===== src/rtl/piso_pkg.sv =====
// Shared types and constants for the parallel-in/serial-out transmitter.
package piso_pkg;

  typedef enum logic {
    IDLE  = 1'b0,
    SHIFT = 1'b1
  } state_t;

  localparam logic DIR_LSB_FIRST = 1'b0;
  localparam logic DIR_MSB_FIRST = 1'b1;

endpackage


===== src/rtl/piso_bit_cnt.sv =====
// Bit-position counter for one serial frame; flags the last bit position.
module piso_bit_cnt #(
  parameter int WIDTH = 4,
  parameter int CNT_W = $clog2(WIDTH)
) (
  input  logic clock,
  input  logic reset,
  input  logic clear,
  input  logic enable,
  output logic last
);

  logic [CNT_W-1:0] cnt;

  always_ff @(posedge clock) begin
    if (reset || clear) begin
      cnt <= '0;
    end else if (enable) begin
      cnt <= cnt + 1'b1;
    end
  end

  assign last = (cnt == CNT_W'(WIDTH - 1));

endmodule


===== src/rtl/piso_lr.sv =====
// Serialises a WIDTH-bit word one bit per clock, LSB-first or MSB-first,
// with frame valid/busy/done signalling and zero-gap back-to-back reloads.
module piso_lr
  import piso_pkg::*;
#(
  parameter int WIDTH = 4,
  parameter int CNT_W = $clog2(WIDTH)
) (
  input  logic             clock,
  input  logic             reset,
  input  logic             load,
  input  logic             dir,
  input  logic [WIDTH-1:0] data_in,
  output logic             data_out,
  output logic             valid,
  output logic             busy,
  output logic             done
);

  state_t           state;
  state_t           state_nxt;
  logic [WIDTH-1:0] sreg;
  logic             dir_q;
  logic             last;
  logic             shifting;
  logic             accept;
  logic             cnt_clear;
  logic             cnt_en;

  assign shifting = (state == SHIFT);
  // A load is only honoured from IDLE or on the last bit of a running frame.
  assign accept    = load && (!shifting || last);
  assign cnt_clear = accept || (shifting && last);
  assign cnt_en    = shifting && !last;

  piso_bit_cnt #(
    .WIDTH (WIDTH),
    .CNT_W (CNT_W)
  ) u_bit_cnt (
    .clock  (clock),
    .reset  (reset),
    .clear  (cnt_clear),
    .enable (cnt_en),
    .last   (last)
  );

  always_ff @(posedge clock) begin
    if (reset) begin
      state <= IDLE;
    end else begin
      state <= state_nxt;
    end
  end

  always_comb begin
    state_nxt = state;
    case (state)
      IDLE:    if (load) state_nxt = SHIFT;
      SHIFT:   if (last && !load) state_nxt = IDLE;
      default: state_nxt = IDLE;
    endcase
  end

  always_ff @(posedge clock) begin
    if (reset) begin
      sreg  <= '0;
      dir_q <= DIR_LSB_FIRST;
    end else if (accept) begin
      sreg  <= data_in;
      dir_q <= dir;
    end else if (shifting) begin
      // Move the next bit toward the emitting end, zero-filling behind it.
      if (dir_q == DIR_MSB_FIRST) begin
        sreg <= {sreg[WIDTH-2:0], 1'b0};
      end else begin
        sreg <= {1'b0, sreg[WIDTH-1:1]};
      end
    end
  end

  always_comb begin
    data_out = 1'b0;
    valid    = 1'b0;
    busy     = 1'b0;
    done     = 1'b0;
    if (shifting) begin
      data_out = (dir_q == DIR_MSB_FIRST) ? sreg[WIDTH-1] : sreg[0];
      valid    = 1'b1;
      busy     = 1'b1;
      done     = last;
    end
  end

endmodule


===== config.mk =====
export PLATFORM = sky130hd
export DESIGN_NAME = piso_lr
export DESIGN_NICKNAME = d
export VERILOG_FILES = /design/src/rtl/piso_pkg.sv /design/src/rtl/piso_bit_cnt.sv /design/src/rtl/piso_lr.sv
export SDC_FILE = /design/constraint.sdc
export NUM_CORES = 1
export LEC_CHECK = 0
export ABC_AREA = 1
export CAP_MARGIN = 20
export CORE_AREA = 5 5 42 44
export CTS_BUF_LIST = sky130_fd_sc_hd__clkbuf_4 sky130_fd_sc_hd__clkbuf_8
export DETAILED_ROUTE_END_ITERATION = 8
export DIE_AREA = 0 0 47 49
export GPL_TIMING_DRIVEN = 0
export SYNTH_ARGS = -nofsm -noshare
export SYNTH_HDL_FRONTEND = slang
export SYNTH_HIERARCHICAL = 1
export SYNTH_SLANG_ARGS = --single-unit

===== constraint.sdc =====
create_clock -name clock -period 1.6 [get_ports clock]
set_clock_uncertainty 0.1 [all_clocks]
set_input_delay 0.32 -clock clock [delete_from_list [all_inputs] [get_ports clock]]
set_output_delay 0.32 -clock clock [all_outputs]
set_load 0.1 [all_outputs]

### Yosys cells after proc, flatten, opt, wreduce, memory -nomap -nowiden

Index checks and enable logic that the tools add are counted.
Widths: inputs -> output; s select.

* bits in registers: 8
* bits of input ports: 8
* logic and storage cells: 28

* add/sub/neg operators: 1
* equal/unequal tests: 1
* mux-type cells: 10
* bitwise operators: 1
* reductions and logical operators: 11

Operator list (number)
* $mux 4: 3
* $mux 1: 6
* $logic_and 1x1->1: 4
* $logic_not 1->1: 3
* $logic_or 1x1->1: 3
* $add 2x1->2 const B: 1
* $eq 2x2->1 const B: 1
* $pmux 1 s2: 1
* $reduce_bool 2->1: 1
* $not 1->1: 1

### Longest topological paths before layout

* word-level depth: 5
* depth in mapped cells: 8
* gate-level depth less buffers: 8

### Cells and area by module

The synthesis kept the hierarchy.

By module, submodules not included
* piso_lr: times used 1, cells each 63, area each 380.4 µm², sequential area each 120.1 µm²
* piso_bit_cnt: times used 1, cells each 16, area each 103.8 µm², sequential area each 40.0 µm²

### Worst setup path after synthesis

OpenSTA, ideal clock, no wires.

* kind: flip-flop to output port
* start: register state (netlist: shifting)
* end: output port data_out
* data arrival time: 2.507 ns
* data required time: 1.180 ns
* slack: -1.327 ns
* stages on the path, launching flop included: 3
* path buffers: 0
* cells stage by stage: dfxtp_1 > o21ai_1 > nor2_1

* cells in the longest elaborated chain, start to end: 1

Ends and longest elaborated chain
* start, declared: line piso_lr.sv:20 `state_t state;`
* start signal, assigned: line piso_lr.sv:51 `state <= state_nxt;`
* $mux 1: line piso_lr.sv:86 `if (shifting) begin`
* end, declared: line piso_lr.sv:14 `output logic data_out,`

No other way between the ends.

### Final worst setup path

* start: register u_bit_cnt.cnt[0]
* end: output port done

* cells in the longest elaborated chain, start to end: 2

Ends and longest elaborated chain
* start, declared: line piso_bit_cnt.sv:13 `logic [CNT_W-1:0] cnt;`
* start signal, assigned: line piso_bit_cnt.sv:19 `cnt <= cnt + 1'b1;`
* $eq 2x2->1: line piso_bit_cnt.sv:23 `assign last = (cnt == CNT_W'(WIDTH - 1));`
* net last: line piso_lr.sv:24 `logic last;`
* $mux 1: line piso_lr.sv:86
* end, declared: line piso_lr.sv:17 `output logic done`

The timed path passes the listed nets, and every way through them passes these cells.

==> impl_metrics.yaml <==
outcome:
  status: "completed"
synth:
  synth_edf_count: 0
  seq_area_frac_synth_pct: 33.1
  synth_area_um2: 484
  yosysWarnings: 6
  syn_avg_cell_area_um2: 6.13
  yosysMostFrequentCell: "nand2_1"
  synth_top_area_share_pct: 33.1
  synth_ff_type: "dfxtp_1"
  syn_nets: 88
  async_flop_share_pct: 0
  synth_cells: 79
  yosysTopAreaCell: "dfxtp_1"
  yosys-top-cells-count: "nand2_1, nor2_1, inv_1"
  synth_cell_types: 15
  netlist_top_cells_area: "dfxtp_1, nand2_1, nor2_1"
  synth_seq_cells: 8
global_route:
  grt_remaining_overflow: 0
  grt_max_degree: 11
  grt_pass1_wl_um: 1740
  grt_pass1_vias: 400
  grt_usage_pct: 10.8
  antenna_found_initial: 0
floorplanning:
  die_w_um: 47
  die_area_mm2: 0.00230
  coreArea_mm2: 0.00140
  placementRows: 14
  chipHeight_um: 49
  start_util_pct: 34.6
  io_pins: 12
critical_path:
  cp-end-kind: "primary output"
  r2r_slack_ns: 0.30
  start_kind: "register"
  r2r_cells: 8
  crit_path_max_fanout: 3
  cp.required_ns: 1.18
  reg2reg_from: "u_bit_cnt/cnt[0]"
  worstPathArrival_ns: 1.11
  crit_type: "reg2out"
  worstReg2RegEnd: "u_bit_cnt/cnt[0]"
final_layout:
  layout.nets: 103
  layout-drive-gt1-share_pct: 31.2
  synthToLayoutAreaGrowth_pct: 40.6
  diodes: 0
sta:
  layout_min_cycle_time_ns: 1.53
  setup_viol: 0
  slew-limit-headroom_pct: 68.0
  period_share_pct: 95.7
  rsz0062_at_grt: "no"
  hold_viol: 0
  tns_ns: 0
  tightest_slew_ns: 0.483
  drv_slew: 0
  max_freq_ghz: 0.653
pwr:
  p_sw_mw: 0.183
  swShare_pct: 32.6
  p_int_mw: 0.378
  power.leakage_nw: 0.319
  vdd_drop_max_mv: 0.536
  p_clk_share_pct: 33.8
  p_comb_share_pct: 25.4
  power_density_mw_per_mm2: 824
  power.total_mw: 0.561
  seq_power_share_pct: 40.9
route:
  dr.pass1.iters: 4
  vias_per_cell: 4.46
  drc_errors: 0
  vias: 486
  ant_nets: 0
  drt-initial-drc-count: 6
  post_drt_wl_per_cell_um: 9.28
  routed_wl_um: 1010
worst_hold_path:
  hold_end: "shifting"
  hold_depth: 3
  holdCritPathClass: "in2reg"
  hp-start: "load"
flow_run:
  maxCapViolCount: 0
clock_network:
  cts.sinks: 8
  cts.path.max_buffers: 2
  htree_num_levels: 1
  clock_latency_ns: 0.26
  cts_made_buffers: 3
  ctsHoldBuffers: 0
  cts_tree: "yes"
  clk_pin_slew_ns: 0.06
  cts_root_buf: "clkbuf_4"
placed_design:
  hpwlAfterDp_um: 772
  routabilityCongestion: 0.741
  io_buffers: 10
registers in the layout (all words and copies together) (netlist names):
name           cells
sreg               4
u_bit_cnt/cnt      2
dir_q              1
shifting           1
timing repair:
action,4_1_cts,5_1_grt
cloned,0,0
endpoints found under the setup margin,4,2
buffers inserted,0,0
gates resized for setup,31,4
pin swaps,1,0
power groups by stage:
stage	registers [mW]	logic, mW	clock network [mW]
after floorplan	0.242	0.0930	0
after global placement	0.232	0.142	0
after detailed placement	0.232	0.143	0
after CTS	0.230	0.142	0.202
after global routing	0.233	0.157	0.216
final	0.229	0.142	0.189
metal layers:
metal	global-route usage (%)	routed length (um)	vias to the layer above
met2	14.3	471	10
met4	8.29	32	0
li1	-	-	268
met1	13.9	440	206
met5	0	0	-
met3	3.32	67	2
layout by cell type (no fill, tap or decap), types with 3 or more instances in the layout:
cell / instances
nor2_2: 4
nand2_1: 23
inv_2: 3
clkdlybuf4s50_1: 6
dfxtp_1: 4
clkbuf_4: 4
inv_1: 10
nor2_1: 10
nand3_1: 8
logic make-up (layout without fill, tap and decap cells):
logic type	after synthesis	in the layout	share of synthesized area, %
AO/OA/AOI/OAI	5	5	5.94
AND/OR/NAND/NOR	49	49	43.7
buffers and inverters	16	30	14.7
adder cells (fa/ha/maj)	1	1	2.58
flip-flops	8	8	33.1
layout make-up:
type	instances	area (um2)
repair buffers	10	104
well taps	16	20.0
inverters	14	56.3
fillers	156	721
clock buffers	4	30.0
multi-input cells	55	282
plain buffers	2	18.8
flip-flops and latches	8	170
critical path, stage by stage, from the launching register on:
cell	delay [ns]
dfxtp_2	0.34
ha_4	0.17
nand2_2	0.08
clkinvlp_4	0.09
buf_12	0.17
how the worst max path moves through the flow:
| stage | cells past startpoint | startpoint | slack, ns | to |
|---|---|---|---|---|
| finish | 4 | u_bit_cnt/cnt[0] | 0.07 | done |
| CTS | 3 | shifting | 0.02 | data_out |
| floorplan | 2 | shifting | -0.01 | data_out |
| detailed placement | 4 | u_bit_cnt/cnt[0] | -0.67 | done |
| global route | 4 | u_bit_cnt/cnt[0] | 0.008 | done |
| global placement | 4 | u_bit_cnt/cnt[0] | -0.66 | done |
per-stage QoR:
step	hold WS (ns)	setup WS, ns	cell area, um2	std cells	utilization, %
floorplan	0.283	-0.0113	503	79	-
global placement	0.371	-0.661	623	105	44.5
detailed placement	0.387	-0.671	623	105	44.5
CTS	0.226	0.0178	672	109	47.9
global route	0.250	0.00774	681	109	48.6
finish	0.238	0.0693	681	109	48.6
(Power assumes the default switching activity.)
